--- src/rtl/calc_bcd_n.sv ---
// Decimal four-function calculator core: keypad commands in over valid/ready,
// sequential mul/div, double-dabble to BCD and a one-digit-per-cycle display scan.
module calc_bcd_n #(
    parameter int NDIG = 8,
    parameter int W    = 27,
    parameter int PW   = $clog2(NDIG)
) (
    input  logic          clock,
    input  logic          reset_n,
    input  logic          cmd_valid,
    input  logic [3:0]    cmd,
    output logic          cmd_ready,
    output logic [1:0]    status,
    output logic [W-1:0]  value,
    output logic          neg,
    output logic [3:0]    data,
    output logic [PW-1:0] pos,
    output logic          data_valid
);

    localparam int CW   = $clog2(NDIG + 1);
    localparam int CNTW = $clog2(W);
    localparam int BW   = 4 * NDIG;
    localparam logic [2*W-1:0] MAX_VAL = (2*W)'(10**NDIG - 1);

    localparam logic [1:0] OP_MUL = 2'b00;
    localparam logic [1:0] OP_DIV = 2'b01;
    localparam logic [1:0] OP_ADD = 2'b10;
    localparam logic [1:0] OP_SUB = 2'b11;

    typedef enum logic [2:0] {ENT_A, ENT_B, MUL, DIV, CONV, SCAN, ERR} state_t;

    state_t            state_q, state_d;
    logic              ret_b_q, ret_b_d;
    logic [W-1:0]      value_q, value_d;
    logic              neg_q, neg_d;
    logic              fresh_q, fresh_d;
    logic [CW-1:0]     count_q, count_d;
    logic [W-1:0]      reg_a_q, reg_a_d;
    logic [W-1:0]      reg_b_q, reg_b_d;
    logic [1:0]        op_q, op_d;
    logic [BW-1:0]     bcd_q, bcd_d;
    logic [W-1:0]      sh_q, sh_d;
    logic [CNTW-1:0]   cyc_q, cyc_d;
    logic [2*W-1:0]    prod_q, prod_d;
    logic [2*W-1:0]    mcand_q, mcand_d;
    logic [W-1:0]      rem_q, rem_d;
    logic [PW-1:0]     scan_q, scan_d;

    logic              accept;
    logic              start_conv;
    logic [W-1:0]      v10;
    logic [2*W-1:0]    sum;
    logic [2*W-1:0]    prod_n;
    logic [W:0]        div_tmp;
    logic [W:0]        div_diff;
    logic              q_bit;
    logic [BW-1:0]     bcd_adj;
    logic [BW-1:0]     bcd_n;

    function automatic logic [BW-1:0] dd_adjust(input logic [BW-1:0] b);
        logic [BW-1:0] r;
        r = b;
        for (int i = 0; i < NDIG; i++) begin
            if (b[4*i +: 4] >= 4'd5) r[4*i +: 4] = b[4*i +: 4] + 4'd3;
        end
        return r;
    endfunction

    // Number of significant decimal digits; drives the entry digit limit.
    function automatic logic [CW-1:0] sig_digits(input logic [BW-1:0] b);
        logic [CW-1:0] n;
        n = '0;
        for (int i = 0; i < NDIG; i++) begin
            if (b[4*i +: 4] != 4'd0) n = CW'(i + 1);
        end
        return n;
    endfunction

    always_ff @(posedge clock or negedge reset_n) begin
        if (!reset_n) begin
            state_q <= ENT_A;
            ret_b_q <= 1'b0;
            value_q <= '0;
            neg_q   <= 1'b0;
            fresh_q <= 1'b0;
            count_q <= '0;
            reg_a_q <= '0;
            reg_b_q <= '0;
            op_q    <= '0;
            bcd_q   <= '0;
            sh_q    <= '0;
            cyc_q   <= '0;
            prod_q  <= '0;
            mcand_q <= '0;
            rem_q   <= '0;
            scan_q  <= '0;
        end else begin
            state_q <= state_d;
            ret_b_q <= ret_b_d;
            value_q <= value_d;
            neg_q   <= neg_d;
            fresh_q <= fresh_d;
            count_q <= count_d;
            reg_a_q <= reg_a_d;
            reg_b_q <= reg_b_d;
            op_q    <= op_d;
            bcd_q   <= bcd_d;
            sh_q    <= sh_d;
            cyc_q   <= cyc_d;
            prod_q  <= prod_d;
            mcand_q <= mcand_d;
            rem_q   <= rem_d;
            scan_q  <= scan_d;
        end
    end

    always_comb begin
        state_d    = state_q;
        ret_b_d    = ret_b_q;
        value_d    = value_q;
        neg_d      = neg_q;
        fresh_d    = fresh_q;
        count_d    = count_q;
        reg_a_d    = reg_a_q;
        reg_b_d    = reg_b_q;
        op_d       = op_q;
        bcd_d      = bcd_q;
        sh_d       = sh_q;
        cyc_d      = cyc_q;
        prod_d     = prod_q;
        mcand_d    = mcand_q;
        rem_d      = rem_q;
        scan_d     = scan_q;
        accept     = cmd_valid && (state_q == ENT_A || state_q == ENT_B);
        start_conv = 1'b0;
        v10        = value_q * W'(10) + W'(cmd);
        sum        = (2*W)'(reg_a_q) + (2*W)'(value_q);
        prod_n     = reg_b_q[0] ? prod_q + mcand_q : prod_q;
        div_tmp    = {rem_q, sh_q[W-1]};
        div_diff   = div_tmp - {1'b0, reg_b_q};
        q_bit      = (div_tmp >= {1'b0, reg_b_q});
        bcd_adj    = dd_adjust(bcd_q);
        bcd_n      = {bcd_adj[BW-2:0], sh_q[W-1]};

        case (state_q)
            ENT_A, ENT_B: begin
                if (accept) begin
                    if (cmd < 4'd10) begin
                        ret_b_d = (state_q == ENT_B);
                        if (fresh_q) begin
                            value_d    = W'(cmd);
                            neg_d      = 1'b0;
                            fresh_d    = 1'b0;
                            start_conv = 1'b1;
                        end else if (count_q < CW'(NDIG) && v10 != value_q) begin
                            value_d    = v10;
                            start_conv = 1'b1;
                        end
                    end else if (cmd == 4'b1111) begin
                        ret_b_d = (state_q == ENT_B);
                        fresh_d = 1'b0;
                        if (value_q != '0) begin
                            value_d    = value_q / W'(10);
                            neg_d      = 1'b0;
                            start_conv = 1'b1;
                        end
                    end else if (cmd == 4'b1110) begin
                        if (state_q == ENT_B) begin
                            reg_b_d = value_q;
                            cyc_d   = '0;
                            case (op_q)
                                OP_ADD: begin
                                    if (sum > MAX_VAL) begin
                                        state_d = ERR;
                                    end else begin
                                        value_d    = sum[W-1:0];
                                        neg_d      = 1'b0;
                                        fresh_d    = 1'b1;
                                        ret_b_d    = 1'b0;
                                        start_conv = 1'b1;
                                    end
                                end
                                OP_SUB: begin
                                    if (reg_a_q >= value_q) begin
                                        value_d = reg_a_q - value_q;
                                        neg_d   = 1'b0;
                                    end else begin
                                        value_d = value_q - reg_a_q;
                                        neg_d   = 1'b1;
                                    end
                                    fresh_d    = 1'b1;
                                    ret_b_d    = 1'b0;
                                    start_conv = 1'b1;
                                end
                                OP_MUL: begin
                                    state_d = MUL;
                                    prod_d  = '0;
                                    mcand_d = (2*W)'(reg_a_q);
                                end
                                default: begin
                                    if (value_q == '0) begin
                                        state_d = ERR;
                                    end else begin
                                        state_d = DIV;
                                        sh_d    = reg_a_q;
                                        rem_d   = '0;
                                    end
                                end
                            endcase
                        end
                    end else begin
                        // Operator keys: latch A in ENT_A, allow swapping the op before any B digit.
                        if (state_q == ENT_A) begin
                            if (neg_q) begin
                                state_d = ERR;
                            end else begin
                                reg_a_d    = value_q;
                                op_d       = cmd[1:0];
                                value_d    = '0;
                                count_d    = '0;
                                fresh_d    = 1'b0;
                                ret_b_d    = 1'b1;
                                start_conv = 1'b1;
                            end
                        end else if (count_q == '0) begin
                            op_d = cmd[1:0];
                        end else begin
                            state_d = ERR;
                        end
                    end
                end
            end
            MUL: begin
                prod_d  = prod_n;
                mcand_d = mcand_q << 1;
                reg_b_d = reg_b_q >> 1;
                cyc_d   = cyc_q + 1'b1;
                if (cyc_q == CNTW'(W - 1)) begin
                    if (prod_n > MAX_VAL) begin
                        state_d = ERR;
                    end else begin
                        value_d    = prod_n[W-1:0];
                        neg_d      = 1'b0;
                        fresh_d    = 1'b1;
                        ret_b_d    = 1'b0;
                        start_conv = 1'b1;
                    end
                end
            end
            DIV: begin
                rem_d = q_bit ? div_diff[W-1:0] : div_tmp[W-1:0];
                sh_d  = {sh_q[W-2:0], q_bit};
                cyc_d = cyc_q + 1'b1;
                if (cyc_q == CNTW'(W - 1)) begin
                    value_d    = {sh_q[W-2:0], q_bit};
                    neg_d      = 1'b0;
                    fresh_d    = 1'b1;
                    ret_b_d    = 1'b0;
                    start_conv = 1'b1;
                end
            end
            CONV: begin
                bcd_d = bcd_n;
                sh_d  = sh_q << 1;
                cyc_d = cyc_q + 1'b1;
                if (cyc_q == CNTW'(W - 1)) begin
                    state_d = SCAN;
                    scan_d  = '0;
                    count_d = sig_digits(bcd_n);
                end
            end
            SCAN: begin
                scan_d = scan_q + 1'b1;
                if (scan_q == PW'(NDIG - 1)) begin
                    state_d = ret_b_q ? ENT_B : ENT_A;
                    scan_d  = '0;
                end
            end
            default: begin
                state_d = ERR;
            end
        endcase

        if (start_conv) begin
            state_d = CONV;
            sh_d    = value_d;
            bcd_d   = '0;
            cyc_d   = '0;
        end
        if (state_d == ERR) begin
            value_d = '0;
            neg_d   = 1'b0;
        end
    end

    always_comb begin
        cmd_ready  = (state_q == ENT_A) || (state_q == ENT_B);
        data_valid = (state_q == SCAN);
        pos        = (state_q == SCAN) ? scan_q : '0;
        data       = (state_q == SCAN) ? bcd_q[4*scan_q +: 4] : 4'd0;
        value      = value_q;
        neg        = neg_q;
        case (state_q)
            ENT_A, ENT_B: status = 2'b10;
            ERR:          status = 2'b00;
            default:      status = 2'b01;
        endcase
    end

endmodule

--- config.mk ---
export PLATFORM = sky130hd
export DESIGN_NAME = calc_bcd_n
export DESIGN_NICKNAME = d
export VERILOG_FILES = /design/src/rtl/calc_bcd_n.sv
export SDC_FILE = /design/constraint.sdc
export NUM_CORES = 1
export LEC_CHECK = 0
export CORE_MARGIN = 2
export CORE_UTILIZATION = 28
export DETAILED_ROUTE_END_ITERATION = 6
export PLACE_DENSITY = 0.51
export SYNTH_ARGS = -nofsm -noshare
export SYNTH_HDL_FRONTEND = slang
export SYNTH_SLANG_ARGS = --single-unit
--- constraint.sdc ---
create_clock -name clock -period 8.4 [get_ports clock]
set_input_delay 1.26 -clock clock [delete_from_list [all_inputs] [get_ports clock]]
set_output_delay 1.26 -clock clock [all_outputs]
set_load 0.05 [all_outputs]
==> results summary <==
The floorplan core area is 107000 sq um. The antenna diode count is 0. The fmax came out at 0.116 GHz.

The main flop type after synthesis is sky130_fd_sc_hd__dfrtp_1. The routed wirelength normalized by instance count came out at 21.5 um. No sink is reached through more buffers than the 3 on the longest clock path. In this run, CTS created clock tree buffers numbering 39.

Summing over every cut layer, the via total after detailed routing is 31622. The number of max-slew violations in the final report came to 0. The mean post-synth cell area came out at 7.68 sq um. The initial antenna violation count came out at 1. Along the worst path, the maximum fanout reaches 8. In this run the clock root is driven by a sky130_fd_sc_hd__clkbuf_16.

The number of hold buffers added after CTS was 0. The cell count after synthesis came out at 3954. For this block, the initial DRC count from the detailed router was 2995. The number of optimization iterations in the first detailed-route pass is 7. The placed cell count is 5473. The biggest area contributor in the post-synthesis netlist is sky130_fd_sc_hd__dfrtp_1.

The wire length after detailed routing is 120000 um. Setup repair after global routing could not meet its margin everywhere. The data required time at the worst endpoint is 8860 ps.

The share of the clock period used by the worst path after layout is 102%. During synthesis, Yosys emitted a total of 0 warnings. The startpoint kind of the worst setup timing path is a register.

The count of fill cells added during filler insertion is 11290. The initial standard-cell utilization of the core came out at 28.3%. The die outline area is 111000 sq um.

The count of input and output buffers is 45. The first global-routing pass estimated 183000 um of wire. Of the post-synthesis cell area, the dominant cell type holds 24.3%. The post-synthesis sequential area ratio is 24.3%. The setup clock skew after layout is 41.9 ps. The number of hold violations in the final report is 0. Of the cells placed in the final design, the portion with a size suffix greater than 1 is 15.2%. The relative area change from synthesis to final layout is 20.6%.

Headroom to the max-slew limit came out at 15.4%. The height of the chip came out at 333 um. Clock tree synthesis found a total of 295 sinks.

In this run the number of H-tree levels came out at 2. The number of flops mapped to enable cells by yosys is 0. The kind of end point of the critical path is a register. The detail route stage leaves a number of antenna-violating nets equal to 0. The final reports fail on setup timing. The number of distinct library cells after synthesis is 115. Setup violations remaining at the end of the flow were counted as 6.

The fraction of synthesis flops using an asynchronous set or reset pin came out at 100%. The sum of overflow across all layers after global routing is 0. The setup slack after layout is -194 ps. The net count after synthesis came out at 4196. The worst path arrival time came out at 9060 ps. The all-layer global routing usage is 20.7%. The largest net degree at the start of global routing is 76. The average via count per standard cell is 5.67. TritonCTS built the clock tree. The routability congestion estimate is 0.960. The kind of path behind the tightest hold check is register to register. At the pin with the least slew margin, the transition time is 1270 ps. The clock input transition at the sequential cells of the worst setup and hold paths came out at 60 ps.

The post-detailed-placement half-perimeter wirelength came out at 87700 um. The flow ran to the end, but the final reports show violations. At the later pin of the worst-skew pair, clock insertion delay measures 600 ps. The critical path start-end classification is register to register.

Across the run, the number of max-cap violations was 0. The site row count came out at 120. By area the synthesized netlist is led by sky130_fd_sc_hd__dfrtp_1 24%, sky130_fd_sc_hd__ha_1 9.4%, sky130_fd_sc_hd__a21oi_1 5.8%, sky130_fd_sc_hd__nand2_1 5.5%, sky130_fd_sc_hd__o21ai_0 5.2%. In the final design database the tool counted 4385 nets. The clock period minus worst slack came out at 8590 ps.

The maximum single-stage delay on the critical path is 590 ps. Synthesis inferred 295 register bits. The tightest hold margin came out at 487 ps. The slowest stage cell on the critical path is sky130_fd_sc_hd__or4b_4. The floorplan die width came out at 333 um. The cell area that synthesis handed to floorplanning was 30400 sq um.

The via count of the first global-routing pass came to 29858. The I/O pin count came out at 46. After detailed routing, the number of remaining DRC violations is 0. The finished layout holds 5573 standard cells, fillers aside.
[sequential cells by signal (all words and copies together), names as in the netlist]
signal	cells
state_q	3
fresh_q	1
cyc_q	5
count_q	4
scan_q	3
sh_q	27
rem_q	27
op_q	2
mcand_q	54
ret_b_q	1
value	27
neg	1
reg_a_q	27
reg_b_q	27
prod_q	54
bcd_q	32
[area by class of cell]
type | count | area, sq um | area share [%]
well taps | 1403 | 1760 | 4.79
clock buffers | 52 | 1080 | 2.96
inverters | 214 | 803 | 2.19
repair buffers | 412 | 3390 | 9.26
clock inverters | 16 | 184 | 0.502
multi-input cells | 3181 | 22000 | 60.1
flip-flops and latches | 295 | 7380 | 20.2
[logic make-up after synthesis]
kind of cell,Yosys count,share of synthesized area (%)
flops,295,24.3
simple gates,1233,19.0
fa+ha+maj,238,9.95
compound gates,1413,31.1
mux,127,4.57
buf+inv,478,6.11
xor+xnor,170,4.95
[layout by cell type, fill, tap and decap left out, drive strengths merged, types with 18 or more instances in the layout]
master,synthesis,routed
a211oi,71,71
a21boi,27,27
a21o,76,76
a21oi,354,354
a221oi,26,26
a22o,55,55
a31oi,69,69
and2,23,23
and3,28,28
buf,42,365
clkbuf,222,55
clkdlybuf4s50,0,44
clkinv,12,24
dfrtp,295,295
ha,228,228
inv,202,202
mux2i,105,105
nand2,444,444
nand2b,35,35
nand3,73,73
nand3b,18,18
nand4,42,42
nor2,339,339
nor2b,26,26
nor3,83,83
nor3b,31,31
nor4,32,32
o211ai,53,53
o21a,30,30
o21ai,322,322
o21bai,38,38
o221ai,26,26
o22ai,21,21
o31ai,32,32
xnor2,143,143
xor2,26,26
[critical path, delay by kind of cell (launching register included)]
| kind | cells | cell delay, ps |
|---|---|---|
| buffers and inverters | 5 | 820 |
| multiplexers | 1 | 300 |
| AO/OA/AOI/OAI | 17 | 4030 |
| AND/OR/NAND/NOR | 10 | 2910 |
| flip-flops | 1 | 410 |
[worst paths after layout]
check	start	endpoint	slack, ps	depth (start not counted)
worst max-delay path	value[20]	value[0]	-190	33
worst min-delay path	count_q[1]	count_q[1]	490	2
worst max register to register	value[20]	value[0]	-190	33
worst min register to register	count_q[1]	count_q[1]	490	2
max in group asynchronous	reset_n	bcd_q[25]	6320	2
min in group asynchronous	reset_n	reg_b_q[17]	680	1
[cell usage after synthesis (21+ instances only)]
library cell and instances:
sky130_fd_sc_hd__a31oi_1 66, sky130_fd_sc_hd__nor3b_1 31, sky130_fd_sc_hd__and2_1 21, sky130_fd_sc_hd__xnor2_1 143, sky130_fd_sc_hd__a21oi_1 353, sky130_fd_sc_hd__o31ai_1 31, sky130_fd_sc_hd__inv_1 199, sky130_fd_sc_hd__a21boi_0 27
sky130_fd_sc_hd__clkbuf_1 221, sky130_fd_sc_hd__o22ai_1 21, sky130_fd_sc_hd__a21o_1 76, sky130_fd_sc_hd__nand3_1 72, sky130_fd_sc_hd__nor4_1 29, sky130_fd_sc_hd__o21a_1 30, sky130_fd_sc_hd__o211ai_1 52, sky130_fd_sc_hd__xor2_1 26
sky130_fd_sc_hd__a211oi_1 71, sky130_fd_sc_hd__o21bai_1 38, sky130_fd_sc_hd__nor2_1 337, sky130_fd_sc_hd__o221ai_1 25, sky130_fd_sc_hd__o21ai_0 315, sky130_fd_sc_hd__buf_2 23, sky130_fd_sc_hd__mux2i_1 105, sky130_fd_sc_hd__nor2b_1 26
sky130_fd_sc_hd__nor3_1 82, sky130_fd_sc_hd__a221oi_1 25, sky130_fd_sc_hd__dfrtp_1 295, sky130_fd_sc_hd__nand4_1 42, sky130_fd_sc_hd__nand2_1 442, sky130_fd_sc_hd__and3_1 26, sky130_fd_sc_hd__a22o_1 55, sky130_fd_sc_hd__ha_1 228
sky130_fd_sc_hd__nand2b_1 35
[repair_timing]
item / CTS / global route
pin swaps: 22 / 66
setup buffers: 2 / 27
gates cloned: 0 / 3
setup endpoints to repair: 23 / 97
resized for setup: 49 / 130
[metal layers]
layer / vias to the layer above / routed length [um] / track usage [%]
met2: 1225 / 51400 / 31.5
met3: 224 / 8250 / 2.52
met1: 15242 / 56300 / 30.3
met5: - / 9 / 0
met4: 2 / 3960 / 6.37
li1: 14929 / - / -
[through the flow]
stage	utilization, %	setup TNS, ps	setup WS (ps)	instance area (sq um)
6_report	34.1	-691	-194	36600
5_1_grt	34.1	-2030	-420	36600
4_1_cts	33.3	-4.48	-4.48	35800
3_5_place_dp	31.9	-3420	-611	34200
3_3_place_gp	31.9	-3150	-586	34200
2_1_floorplan	-	0	208	30400
Power is left out: the tool's default activity adds up to more than one toggle a clock period on the data nets, which glitch-free logic cannot reach.
